**src/rtl/wash_pkg.sv**
```systemverilog
// Shared encodings for the washer sequencer: state codes, error codes and the
// program-select to total-time table.
package wash_pkg;

  localparam logic [3:0] ST_IDLE    = 4'd0;
  localparam logic [3:0] ST_OPTIONS = 4'd1;
  localparam logic [3:0] ST_CONFIG  = 4'd2;
  localparam logic [3:0] ST_READY   = 4'd3;
  localparam logic [3:0] ST_WASH    = 4'd4;
  localparam logic [3:0] ST_RINSE   = 4'd5;
  localparam logic [3:0] ST_DRAIN   = 4'd6;
  localparam logic [3:0] ST_DRY     = 4'd7;
  localparam logic [3:0] ST_DONE    = 4'd8;
  localparam logic [3:0] ST_FILL    = 4'd9;
  localparam logic [3:0] ST_PAUSED  = 4'd10;
  localparam logic [3:0] ST_CHECK   = 4'd15;

  typedef enum logic [1:0] {
    ERR_NONE   = 2'd0,
    ERR_DOOR   = 2'd1,
    ERR_WATER  = 2'd2,
    ERR_MANUAL = 2'd3
  } err_e;

  function automatic logic [15:0] mode_time(input logic [2:0] sel);
    case (sel)
      3'd1:    mode_time = 16'd190;
      3'd2:    mode_time = 16'd140;
      3'd3:    mode_time = 16'd160;
      3'd4:    mode_time = 16'd150;
      3'd5:    mode_time = 16'd230;
      default: mode_time = 16'd120;
    endcase
  endfunction

endpackage

```
**src/rtl/wash_tick_gen.sv**
```systemverilog
// Timebase prescaler: one tick every PRESCALE clocks, restarted whenever the
// controller is unpowered so the first tick lands right after power-up.
module wash_tick_gen #(
  parameter int PRESCALE = 1
) (
  input  logic clk_i,
  input  logic rst_i,
  input  logic clr_i,
  output logic tick_o
);
  localparam int CW = (PRESCALE > 1) ? $clog2(PRESCALE) : 1;

  logic [CW-1:0] cnt_q, cnt_d;

  always_comb begin
    cnt_d = cnt_q;
    if (clr_i)              cnt_d = '0;
    else if (cnt_q == '0)   cnt_d = CW'(PRESCALE - 1);
    else                    cnt_d = cnt_q - 1'b1;
  end

  always_ff @(posedge clk_i) begin
    if (rst_i) cnt_q <= '0;
    else       cnt_q <= cnt_d;
  end

  assign tick_o = (cnt_q == '0);

endmodule

```
**src/rtl/wash_cycle_controller.sv**
```systemverilog
// Washer sequencer: power/config front end, fill-wash-drain-rinse-dry run with a
// rinse loop, pause/fault hold with resume, and a one-cycle completion pulse.
module wash_cycle_controller
  import wash_pkg::*;
#(
  parameter int TW          = 10,
  parameter int PRESCALE    = 1,
  parameter int NUM_RINSE   = 1,
  parameter int FILL_T      = 10,
  parameter int RINSE_T     = 30,
  parameter int DRAIN_T     = 10,
  parameter int DRY_T       = 30,
  parameter int MIN_MANUAL  = 120,
  parameter int CFG_TIMEOUT = 20
) (
  input  logic          clk,
  input  logic          rst,
  input  logic          power_toggle,
  input  logic          configu,
  input  logic [2:0]    mode,
  input  logic [TW-1:0] manual_timer,
  input  logic          manual_valid,
  input  logic          run,
  input  logic          pause,
  input  logic          door_error,
  input  logic          water_error,
  output logic [3:0]    state,
  output logic [TW-1:0] time_left,
  output logic [1:0]    error_code,
  output logic          power_on,
  output logic          busy,
  output logic          cycle_done
);
  localparam int TAIL = NUM_RINSE * (FILL_T + RINSE_T + DRAIN_T) + DRAIN_T + DRY_T;

  logic [3:0]    state_q, state_d, resume_q, resume_d;
  logic [TW-1:0] time_q, time_d, phase_q, phase_d, tmo_q, tmo_d, t_q, t_d;
  logic [1:0]    rinse_q, rinse_d, err_q, err_d;
  logic          pwr_q, pwr_d;
  logic          tick, tick_clr, pwr_off, run_phase, wet_phase, phase_end, hold;
  logic [TW-1:0] wash_len;

  wash_tick_gen #(.PRESCALE(PRESCALE)) u_tick (
    .clk_i  (clk),
    .rst_i  (rst),
    .clr_i  (tick_clr),
    .tick_o (tick)
  );

  assign run_phase = state_q inside {ST_FILL, ST_WASH, ST_RINSE, ST_DRAIN, ST_DRY};
  assign wet_phase = state_q inside {ST_FILL, ST_WASH, ST_RINSE};
  assign phase_end = run_phase && tick && (phase_q <= TW'(1));
  assign hold      = door_error || (water_error && wet_phase) || pause;
  assign wash_len  = t_q - TW'(FILL_T) - TW'(TAIL);
  assign tick_clr  = !pwr_q || pwr_off;

  always_comb begin
    state_d  = state_q;
    resume_d = resume_q;
    time_d   = time_q;
    phase_d  = phase_q;
    tmo_d    = tmo_q;
    t_d      = t_q;
    rinse_d  = rinse_q;
    err_d    = err_q;
    pwr_d    = pwr_q;
    pwr_off  = 1'b0;

    case (state_q)
      ST_IDLE: if (pwr_q) state_d = ST_OPTIONS;
      ST_OPTIONS: begin
        if (configu) begin
          state_d = ST_CONFIG;
          tmo_d   = TW'(CFG_TIMEOUT);
        end else begin
          t_d     = TW'(mode_time(mode));
          time_d  = TW'(mode_time(mode));
          state_d = ST_READY;
        end
      end
      ST_CONFIG: begin
        if (manual_valid && manual_timer >= TW'(MIN_MANUAL)) begin
          t_d     = manual_timer;
          time_d  = manual_timer;
          err_d   = ERR_NONE;
          state_d = ST_READY;
        end else begin
          if (manual_valid) err_d = ERR_MANUAL;
          if (tick) begin
            if (tmo_q <= TW'(1)) pwr_off = 1'b1;
            else                 tmo_d   = tmo_q - 1'b1;
          end
        end
      end
      ST_READY: if (run) state_d = ST_CHECK;
      ST_CHECK: begin
        if (door_error)       err_d = ERR_DOOR;
        else if (water_error) err_d = ERR_WATER;
        else begin
          err_d   = ERR_NONE;
          state_d = ST_FILL;
          phase_d = TW'(FILL_T);
          rinse_d = '0;
        end
      end
      ST_FILL, ST_WASH, ST_RINSE, ST_DRAIN, ST_DRY: begin
        if (tick) begin
          if (time_q != '0)  time_d  = time_q - 1'b1;
          if (phase_q != '0) phase_d = phase_q - 1'b1;
        end
        if (phase_end) begin
          case (state_q)
            ST_FILL: begin
              if (rinse_q == '0) begin
                state_d = ST_WASH;
                phase_d = wash_len;
              end else begin
                state_d = ST_RINSE;
                phase_d = TW'(RINSE_T);
              end
            end
            ST_WASH, ST_RINSE: begin
              state_d = ST_DRAIN;
              phase_d = TW'(DRAIN_T);
            end
            ST_DRAIN: begin
              if (rinse_q < 2'(NUM_RINSE)) begin
                rinse_d = rinse_q + 1'b1;
                state_d = ST_FILL;
                phase_d = TW'(FILL_T);
              end else begin
                state_d = ST_DRY;
                phase_d = TW'(DRY_T);
              end
            end
            default: state_d = ST_DONE;
          endcase
        end
        // a hold taken on a phase-end tick resumes into the phase that follows
        if (hold) begin
          resume_d = state_d;
          state_d  = ST_PAUSED;
          if (door_error)                    err_d = ERR_DOOR;
          else if (water_error && wet_phase) err_d = ERR_WATER;
        end
      end
      ST_PAUSED: begin
        if (run && !door_error && !water_error) begin
          state_d = resume_q;
          err_d   = ERR_NONE;
        end
      end
      ST_DONE: pwr_off = 1'b1;
      default: state_d = ST_IDLE;
    endcase

    if (power_toggle) begin
      if (pwr_q) pwr_off = 1'b1;
      else       pwr_d   = 1'b1;
    end

    if (pwr_off) begin
      state_d  = ST_IDLE;
      resume_d = ST_IDLE;
      pwr_d    = 1'b0;
      time_d   = '0;
      phase_d  = '0;
      tmo_d    = '0;
      t_d      = '0;
      rinse_d  = '0;
      err_d    = ERR_NONE;
    end
  end

  always_ff @(posedge clk) begin
    if (rst) begin
      state_q  <= ST_IDLE;
      resume_q <= ST_IDLE;
      time_q   <= '0;
      phase_q  <= '0;
      tmo_q    <= '0;
      t_q      <= '0;
      rinse_q  <= '0;
      err_q    <= '0;
      pwr_q    <= 1'b0;
    end else begin
      state_q  <= state_d;
      resume_q <= resume_d;
      time_q   <= time_d;
      phase_q  <= phase_d;
      tmo_q    <= tmo_d;
      t_q      <= t_d;
      rinse_q  <= rinse_d;
      err_q    <= err_d;
      pwr_q    <= pwr_d;
    end
  end

  assign state      = state_q;
  assign time_left  = time_q;
  assign error_code = err_q;
  assign power_on   = pwr_q;
  assign busy       = run_phase || (state_q == ST_PAUSED);
  assign cycle_done = (state_q == ST_DONE);

endmodule
```
**config.mk**
```make
export PLATFORM = sky130hd
export DESIGN_NAME = wash_cycle_controller
export DESIGN_NICKNAME = d
export VERILOG_FILES = /design/src/rtl/wash_pkg.sv /design/src/rtl/wash_tick_gen.sv /design/src/rtl/wash_cycle_controller.sv
export SDC_FILE = /design/constraint.sdc
export NUM_CORES = 1
export LEC_CHECK = 0
export CORE_AREA = 2 2 69 120
export DETAILED_ROUTE_END_ITERATION = 8
export DIE_AREA = 0 0 71 122
export PLACE_DENSITY = 0.75
export SLEW_MARGIN = 30
export SYNTH_ARGS = -nofsm -noshare
export SYNTH_HDL_FRONTEND = slang
export SYNTH_SLANG_ARGS = --single-unit
export TNS_END_PERCENT = 5
```
**constraint.sdc**
```tcl
create_clock -name clk -period 2.4 [get_ports clk]
set_input_delay 0.36 -clock clk [delete_from_list [all_inputs] [get_ports clk]]
set_output_delay 0.36 -clock clk [all_outputs]
set_load 0.02 [all_outputs]
```
==> metrics.md <==
| Metric | Value |
|---|---|
| Rows | 43 |
| Max Slew Vio Count | 0 |
| Post-route setup slack | around 0.070 ns |
| Gr ovfl total | 0 |
| P_leak | between 1.5 and 2 nW |
| Post-synth top area share | ~29% |
| Syn Area/Cell | approximately 7.4 um^2 |
| Nets | between 500 and 600 |
| Tot Pwr | about 4.0 mW |
| IO Port Bufs | 40 |
| Via-per-instance ratio | 6.17 |
| Outcome | complete, no violations |
| Post-synth top cells | 66 x nor2_1, 55 x nand2_1, 54 x dfxtp_1 |
| Wire length per cell | 17.3 um |
| Min Tclk post-route | between 2 and 2.5 ns |
| Area delta synth->final | 23.8% |
| GP Congestion | around 1 |
| Worst hold slack | around 0.46 ns |
| Die Area | just under 0.009 mm^2 |
| Min-Delay Path Class | register to register |
| DRC Markers | 0 |
| Main area contributors after synthesis | dfxtp_1 29%, nor2_1 6.7%, a21oi_1 6.3% |
| Pwr dens | roughly 860 mW/mm^2 |
| Initial antenna violation count | 0 |
| Critical path peak fanout | 17 |
| R2r startpoint | state[0] |
| VDD IR-drop max | about 0.73 mV |
| Met3 GRT Util | 3.14% |
| Clock latency on the worst-skew pair | about 0.30 ns |
| Pre-Repair DR Iteration Count | 7 |
| First-pass GRT wire length | about 18 mm |
| Top cell type by total area after synthesis | dfxtp_1 |
| Final period util | between 90% and 100% |
| Worst path arrival time | 1.97 ns |
| CTS tree | built |
| Total wire length | around 11 mm |
| Clock buffer depth | 2 |
| Hold-fix buffers, CTS | 0 |
| Largest net degree at the start of global routing | 20 |
| Die H | ~120 um |
| RSZ-0062 raised after global routing | false |
| Worst Setup Start Kind | register |
| Endpoint class of the critical path | output pin |
| Syn Nets | 532 |
| Max-Cap Viols | 0 |
| Count of yosys warnings during synthesis | 0 |
| Mapped cell area | around 0.0037 mm^2 |
| CP Class | register to output pin |
| ANT cells | 0 |
| Fraction of layout cells with a size suffix above 1 | approximately an eighth |
| Slowest cell on the critical path | clkdlybuf4s50_1 |
| Die X | between 70 and 80 um |
| Setup TNS | 0 ns |
| Worst Clk Skew | between 0.005 and 0.006 ns |
| Remaining antenna violation count after routing | 0 |
| Initial Utilization | a little under half |
| Clk slew on worst S/H paths | 0.07 ns |
| Post-synth cell types | 76 |
| Fmax | around 0.43 GHz |
| Slew HR | 67.1% |
| Worst Setup SP | state[2] |
| Total GRT Usage | a little over a quarter |
| Main synth FF type | dfxtp_1 |
| Yosys reg bits | 54 |
| Total number of vias | 4005 |
| Root Driver | clkbuf_16 |
| Layer with the highest usage | met2 |
| Placed cell count | around 640 |
| Dpl ws | -0.0734 ns |
| Depth of the worst hold-timing path | 2 |
| Met1 Use GR | ~29% |
| R2R cell count | 6 |
| TritonCTS Buffers | 5 |
| Detailed Place HPWL | between 8 and 9 mm |
| Number of flops mapped to enable cells by yosys | 0 |
| M2 GR Usage | 48.1% |
| H-tree Lvls | 2 |
| IO Pins | just over 40 |
| WP data required | a little over 2 ns |
| Cells along the critical path | buf_4 -> nor2b_1 -> and2_1 -> or2_2 -> clkdlybuf4s50_1 |
| # setup viols final | 0 |
| Sequential share of the synthesized area | around 29% |
| Slowest stage delay, CP | approximately 0.54 ns |
| Slew of the pin with the lowest slew margin | between 0.4 and 0.5 ns |
| Most numerous cell in the Yosys netlist | nor2_1 |
| Initial DRC count | ~390 |
| Final Hold Viols | 0 |
| Num Clock Sinks | between 50 and 60 |
| Core ar. | a little under 0.008 mm^2 |
| Fraction of registers with async set/reset | 0% |
| Fin cells | 649 |
| Min-delay src | resume_q[1] |
| Number of fillers in the final layout | 710 |
| Vias in the first global route | about 3800 |
| Syn Inst Count | 501 |
==> through the flow <==
step                util, %  area [um^2]
finish                 59.0         4600
CTS                    58.9         4590
global placement       56.3         4400
floorplan                 -         3720
global route           59.0         4600
detailed placement     56.3         4400
==> path summary, 6_finish.rpt <==
| path | endpoint | slack [ns] |
|---|---|---|
| max reg2reg | time_left[0] | 0.19 |
| min | resume_q[1] | 0.46 |
| min reg2reg | resume_q[1] | 0.46 |
| max | busy | 0.07 |
==> placed cells by master, fill, tap and decap left out, types with 8 or more instances in the layout <==
master and instances:
buf_4 32, xnor2_1 13, a31oi_1 9, ha_1 9
o21ai_0 36, nor3_1 21, clkdlybuf4s50_1 39, nand3_1 14
a21oi_1 47, dfxtp_1 54, nand2_1 55, xor2_1 8
nor2_1 65, inv_1 19
==> kinds of logic after synthesis <==
kind of cell	share of synthesized area, %
muxes	2.53
AOI/OAI and AO/OA	26.8
and+or+nand+nor	28.5
adders and majority gates	3.03
other	0.101
DFF	29.1
buffers and inverters	4.98
xor gates and xnor gates	4.95
==> per-layer routing <==
| metal | wire (um) | up-vias |
|---|---|---|
| met4 | 455 | 0 |
| li1 | - | 1927 |
| met1 | 4330 | 1893 |
| met3 | 471 | 38 |
| met2 | 6000 | 147 |
| met5 | 0 | - |
==> sequential cells by signal (all words and copies together) (netlist names) <==
| register | flops |
|---|---|
| u_tick.cnt_q | 1 |
| state | 4 |
| tmo_q | 10 |
| rinse_q | 2 |
| resume_q | 4 |
| error_code | 2 |
| power_on | 1 |
| phase_q | 10 |
| t_q | 10 |
| time_left | 10 |
==> power by group <==
group          leakage (nW)  total [mW]  switching, mW  internal, mW
Clock                0.0971       0.962          0.335         0.627
Combinational          1.24        1.84           1.03         0.808
Sequential            0.438        1.15          0.145          1.01
==> worst max-delay path: cells and delay by family (launching register included) <==
| family | cells | cell delay [ns] |
|---|---|---|
| flip-flops | 1 | 0.37 |
| buffers and inverters | 2 | 0.77 |
| AND/OR/NAND/NOR | 3 | 0.52 |
==> area by class of cell <==
cell class / instances / area, um^2 / share of cell area [%]
flip-flops and latches: 54 / 1080 / 23.5
well taps: 90 / 113 / 2.45
clock buffers: 6 / 139 / 3.02
inverters: 19 / 71.3 / 1.55
repair buffers: 74 / 683 / 14.9
multi-input cells: 404 / 2450 / 53.3
clock inverters: 2 / 60.1 / 1.31
==> what timing repair did <==
| action | in CTS | in global routing |
|---|---|---|
| gates resized for setup | 0 | 2 |
| endpoints found under the setup margin | 0 | 2 |
| endpoints found under the hold margin | 0 | 0 |
| buffers inserted | 0 | 0 |
Note: power is estimated with default switching activity, not from simulation.
